**src/rtl/forwarding_pkg.sv**
```systemverilog
// Shared definitions for operand forwarding. The pipeline control and the
// datapath muxes both use these select encodings and instruction field positions.
package forwarding_pkg;

  typedef enum logic [1:0] {
    FWD_MEM  = 2'b00,
    FWD_ALU  = 2'b01,
    FWD_RSVD = 2'b10,
    FWD_NONE = 2'b11
  } fwd_sel_e;

  typedef enum logic [1:0] {
    CLS_NONE = 2'b00,
    CLS_ALU  = 2'b01,
    CLS_LOAD = 2'b10
  } op_class_e;

  localparam int OPC_MSB = 15;
  localparam int OPC_LSB = 12;
  localparam int DST_MSB = 11;
  localparam int DST_LSB = 8;

  localparam logic [3:0] OPC_LOAD = 4'b1100;

  // Opcodes 0000-0111 write an ALU result; only 1100 writes load data.
  function automatic op_class_e decode_class(input logic [3:0] opc);
    op_class_e cls;
    cls = CLS_NONE;
    if (opc[3] == 1'b0) begin
      cls = CLS_ALU;
    end else if (opc == OPC_LOAD) begin
      cls = CLS_LOAD;
    end
    return cls;
  endfunction

endpackage

```
**src/rtl/forwarding_fwd_compare.sv**
```systemverilog
// Forwarding select for one operand: compares its source address with the
// writeback destination and picks the source according to the writeback class.
module fwd_compare
  import forwarding_pkg::*;
(
  input  logic [3:0] src_addr,
  input  logic [3:0] dst_addr,
  input  op_class_e  op_class,
  output logic [1:0] sel
);

  // Register 0 is an ordinary register here; no zero-address exclusion.
  always_comb begin
    sel = FWD_NONE;
    if (src_addr == dst_addr) begin
      case (op_class)
        CLS_ALU:  sel = FWD_ALU;
        CLS_LOAD: sel = FWD_MEM;
        default:  sel = FWD_NONE;
      endcase
    end
  end

endmodule

```
**src/rtl/forwarding.sv**
```systemverilog
// Operand forwarding unit: evaluates both execute-stage operands against the
// writeback instruction and registers the two mux selects.
module forwarding
  import forwarding_pkg::*;
(
  input  logic [3:0]  in_op1_buf2,
  input  logic [3:0]  in_op2_buf2,
  input  logic [15:0] in_alu_out_buf3,
  input  logic [15:0] in_cntrl_wb,
  output logic [1:0]  out_cntrl_m2,
  output logic [1:0]  out_cntrl_m3,
  input  logic        CLOCK,
  input  logic        in_rst
);

  op_class_e  wb_class;
  logic [3:0] wb_dst;
  logic [1:0] cmp_m2;
  logic [1:0] cmp_m3;
  logic [1:0] cntrl_m2_d, cntrl_m2_q;
  logic [1:0] cntrl_m3_d, cntrl_m3_q;

  assign wb_class = decode_class(in_cntrl_wb[OPC_MSB:OPC_LSB]);
  assign wb_dst   = in_cntrl_wb[DST_MSB:DST_LSB];

  fwd_compare u_cmp_m2 (
    .src_addr (in_op1_buf2),
    .dst_addr (wb_dst),
    .op_class (wb_class),
    .sel      (cmp_m2)
  );

  fwd_compare u_cmp_m3 (
    .src_addr (in_op2_buf2),
    .dst_addr (wb_dst),
    .op_class (wb_class),
    .sel      (cmp_m3)
  );

  always_comb begin
    cntrl_m2_d = cmp_m2;
    cntrl_m3_d = cmp_m3;
  end

  always_ff @(posedge CLOCK or posedge in_rst) begin
    if (in_rst) begin
      cntrl_m2_q <= FWD_NONE;
      cntrl_m3_q <= FWD_NONE;
    end else begin
      cntrl_m2_q <= cntrl_m2_d;
      cntrl_m3_q <= cntrl_m3_d;
    end
  end

  assign out_cntrl_m2 = cntrl_m2_q;
  assign out_cntrl_m3 = cntrl_m3_q;

  // The ALU result and the writeback source fields pass by for the datapath only.
  logic unused_inputs;
  assign unused_inputs = ^{in_alu_out_buf3, in_cntrl_wb[7:0]};

endmodule

```
**config.mk**
```make
export PLATFORM = sky130hd
export DESIGN_NAME = forwarding
export DESIGN_NICKNAME = d
export VERILOG_FILES = /design/src/rtl/forwarding_pkg.sv /design/src/rtl/forwarding_fwd_compare.sv /design/src/rtl/forwarding.sv
export SDC_FILE = /design/constraint.sdc
export NUM_CORES = 1
export LEC_CHECK = 0
export BUFFER_PORTS_ARGS = -buffer_cell sky130_fd_sc_hd__buf_2
export CAP_MARGIN = 20
export CORE_AREA = 8 8 45 47
export DETAILED_ROUTE_END_ITERATION = 7
export DIE_AREA = 0 0 53 55
export PLACE_DENSITY_LB_ADDON = 0.1
export SETUP_SLACK_MARGIN = 0.2
export SYNTH_ARGS = -nofsm -noshare
export SYNTH_HDL_FRONTEND = slang
export SYNTH_SLANG_ARGS = --single-unit
```
**constraint.sdc**
```tcl
create_clock -name CLOCK -period 1.2 [get_ports CLOCK]
set_clock_uncertainty 0.2 [all_clocks]
set_input_delay 0.24 -clock CLOCK [delete_from_list [all_inputs] [get_ports CLOCK]]
set_output_delay 0.24 -clock CLOCK [all_outputs]
set_load 0.01 [all_outputs]
```
* Yosys cells after proc, flatten, opt, wreduce, memory -nomap -nowiden
Cells that the tools add are included. W data, S select, Z words.
Word-level totals: bits of input ports 42, bits in registers 4
Cells by class: muxes and demuxes 5, equal/unequal tests 5
Operator list (number):
- $eq A4 B4 Y1 | 2
- $mux W2 | 4
- $eq A4 B4 Y1 const B | 1
- $pmux W2 S2 | 1
- $eq A2 B1 Y1 const B | 1
- $eq A2 B2 Y1 const B | 1

* Longest topological paths before layout
depth after elaboration 6, mapped depth 3, mapped depth without buffers 3

* Hierarchy
A second synthesis with hierarchy kept.
Unflattened totals: cells, all modules 25, area, all modules 272.8 um2
Modules (own cells, without submodules):
- fwd_compare | instances 2, seq. area each 0.0 um2, cells each 9, area each 73.8 um2
- forwarding | instances 1, seq. area each 105.1 um2, cells each 7, area each 125.1 um2

* Least setup slack after synthesis
Ideal clock, no wire load.
path type input to register, start in in_cntrl_wb[9], end reg cntrl_m2_q[0] (netlist: out_cntrl_m2[0]), library setup time 92 ps, arrival time 744 ps, required time 908 ps, setup slack 164 ps, cell stages on the path 3, path through xor2_1 -> nor4_2 -> nand2_1
Between the ends: cells in the longest elaborated chain, start to end 2
Ends and longest elaborated chain:
- from (decl) | RTL line forwarding.sv:9 | input logic [15:0] in_cntrl_wb,
- $eq A4 B4 Y1 | RTL line forwarding_fwd_compare.sv:15 | if (src_addr == dst_addr) begin
- $mux W2 | RTL line forwarding_fwd_compare.sv:15
- via cmp_m2[0] | RTL line forwarding.sv:18 | logic [1:0] cmp_m2;
- to (signal assigned) | RTL line forwarding.sv:50 | cntrl_m2_q <= cntrl_m2_d;
- to (decl) | RTL line forwarding.sv:20 | logic [1:0] cntrl_m2_d, cntrl_m2_q;
The timed path passes the listed nets, and every way through them passes these cells.

* Worst setup path in the final report
start reg cntrl_m3_q[1] (netlist: out_cntrl_m3[1]), end out out_cntrl_m3[1]
RTL lines:
- from (decl) | RTL line forwarding.sv:21 | logic [1:0] cntrl_m3_d, cntrl_m3_q;
- from (signal assigned) | RTL line forwarding.sv:51 | cntrl_m3_q <= cntrl_m3_d;
- to (decl) | RTL line forwarding.sv:11 | output logic [1:0] out_cntrl_m3,
No word-level cell between the ends.

==> impl_metrics.py <==
metrics = {
    "worst_setup_path": {
        "crit_type": "flip-flop to output pin",
        "worstPathArrival_ps": 840,
        "crit_path_cell_trace": "buf_6",
        "cp_max_fo": 1,
        "worst-path-buf-inv": 1,
        "slowest_stage": "dfstp_2",
        "critPathMaxStageDelay_ps": 520,
        "crit_family": "flip-flops",
        "crit_path_end_kind": "output pin",
        "crit_required_ps": 760,
        "start_kind": "flip-flop",
    },
    "pwr": {
        "p_per_area_mw_per_mm2": 833,
        "finalPower_mw": 0.394,
        "worst_ir_drop_vdd_mv": 0.197,
        "p_leak_nw": 0.218,
    },
    "clocking": {
        "ctsRootBufferMaster": "clkbuf_4",
        "clkTransAtPathRegs_ps": 30,
        "numCtsBuffers": 3,
        "clockBufferDepth": 2,
        "cts.sinks": 4,
        "ctsHtreeMaxLevel": 1,
        "cts_tree": "done",
    },
    "sta": {
        "rsz0062_at_grt": "true",
        "setup_viol": 4,
        "fin_hold_ws_ps": 49.2,
        "tns_ps": -308,
        "hold_viol": 0,
        "slew_headroom_pct": 78.4,
        "fin_crit_sh_pct": 107,
        "layout_setup_ws_ps": -80.6,
        "period_needed_ps": 1280,
        "maxSlewViolCount": 0,
        "fmax_mhz": 781,
        "worst_pin_slew_ps": 321,
    },
    "logic_synthesis": {
        "synth_cells": 22,
        "ys_seq_area_share_pct": 44.0,
        "synth.top_cell.area_share_pct": 44.0,
        "synth_top_family_by_area": "XOR/XNOR gates",
        "synth_fp_nets": 64,
        "synth_fa_ha_area_share_pct": 0,
        "syn_area_um2": 239,
        "synth.area.mux_share_pct": 0,
        "synth-xor-area-share_pct": 29.3,
        "synth_compound_area_share_pct": 3.14,
        "ys_warn_count": 0,
        "synth_area_leaders": "dfstp_2 (44%), xor2_1 (29%), nor4_2 (10%), nand2_1 (6.3%), nor4b_1 (3.7%)",
        "synthSimpleGateAreaFrac_pct": 20.4,
        "synth_top_cell_by_area": "dfstp_2",
        "synth-seq-cells": 4,
        "syn_area_per_cell_um2": 10.9,
        "yosys.cell_types.count": 7,
    },
    "placed_design": {
        "gp_congestion": 0.673,
        "port-buffer-count": 21,
        "placed_area_um2": 364,
    },
    "routing": {
        "m1WireLength_um": 260,
        "top_layer": "met3",
        "drc": 0,
        "wl_met2_um": 361,
        "dr.pass1.iters": 2,
        "avgRoutedWirePerCell_um": 11.2,
        "vias": 249,
        "ant_nets": 0,
        "dr_wl_met3_um": 94,
        "drt_iter0_drc": 2,
        "viasPerCell": 3.89,
        "drt-total-wl_um": 716,
    },
    "finish": {
        "utilization_pct": 34.2,
        "fillCellCount": 147,
        "diodes": 0,
        "layout_common_cells": "buf_2 (14), xor2_1 (6), buf_6 (6), nand2_1 (4), dfstp_2 (4)",
        "fin_nets": 92,
        "seqCellArea_um2": 105,
        "drive_gt1_share_pct": 70.8,
        "area_growth_pct": 97.9,
        "layout_commonest_cell": "buf_2",
        "final_cell_area_um2": 473,
        "multi_input_area_um2": 148,
    },
    "die": {
        "die_area_mm2": 0.00292,
        "pin_count": 46,
        "placementRows": 14,
        "die_y_um": 55,
        "die_w_um": 53,
        "core_area_mm2": 0.00138,
        "initial_utilization_pct": 17.3,
    },
    "status": {
        "violations": "setup timing",
        "status": "finished with violations",
    },
    "min_path": {
        "hp-class": "primary input to flip-flop",
    },
    "global_route": {
        "grt_pass1_vias": 325,
        "antenna_found_initial": 0,
        "grt_pass1_wl_mm": 1.20,
        "overflow": 0,
        "grt.total_usage_pct": 5.75,
        "grt_max_degree": 5,
    },
    "run": {
        "maxCapViolCount": 0,
    },
}
==> area by class of cell <==
type | count | share of cell area (%)
inverters | 2 | 1.59
clock buffers | 3 | 4.76
multi-input cells | 16 | 31.2
well taps | 16 | 4.23
repair buffers | 23 | 36.0
flip-flops and latches | 4 | 22.2
==> state kept, by name, indices dropped and copies added, names as in the netlist <==
signal        cells
out_cntrl_m2      2
out_cntrl_m3      2
==> path summary, 6_finish.rpt <==
path,start,end,slack (ps),cells after the start
min,in_cntrl_wb[13],out_cntrl_m2[0],50,3
max,out_cntrl_m3[1],out_cntrl_m3[1],-80,1
max in group asynchronous,in_rst,out_cntrl_m2[0],340,3
min in group asynchronous,in_rst,out_cntrl_m3[0],440,3
==> Yosys cell counts <==
cell     number
nor4b_1       1
inv_1         2
o31ai_1       1
xor2_1        8
nor4_2        2
nand2_1       4
dfstp_2       4
==> logic make-up (layout without fill, tap and decap cells) <==
group | count (synthesis) | after routing
buffers and inverters | 2 | 28
AOI/OAI and AO/OA | 1 | 1
DFF | 4 | 4
xor gates and xnor gates | 8 | 8
and+or+nand+nor | 7 | 7
==> per-layer routing <==
| layer | track usage (%) | up-vias |
|---|---|---|
| met1 | 5.20 | 108 |
| li1 | - | 123 |
| met3 | 3.48 | 0 |
| met4 | 5.17 | 0 |
| met5 | 0 | - |
| met2 | 8.98 | 18 |
==> stage by stage <==
stage          instances  worst slack, ps
3_3_place_gp          59            -28.5
6_report              64            -80.6
3_5_place_dp          59            -36.8
5_1_grt               64             -106
2_1_floorplan         22              164
4_1_cts               63            -89.2
==> where the power goes <==
group | internal (mW) | total, mW | leakage, nW | switching, mW
sequential | 0.141 | 0.142 | 0.0421 | 0.00118
clock | 0.111 | 0.157 | 0.0138 | 0.0456
combinational | 0.0548 | 0.0954 | 0.162 | 0.0406
total | 0.307 | 0.394 | 0.218 | 0.0874
==> worst min-delay path: cells and delay by family <==
kind | cells | cell delay [ps]
buffers and inverters | 1 | 100
and+or+nand+nor | 2 | 110
==> repair_timing <==
action / in CTS / in global routing
cloned: 0 / 0
setup buffers: 0 / 1
endpoints found under the setup margin: 4 / 8
hold endpoints to repair: 4 / 0
resized for setup: 4 / 9
pin swaps: 0 / 6
hold buffers: 1 / 0
(Power assumes the default switching activity.)
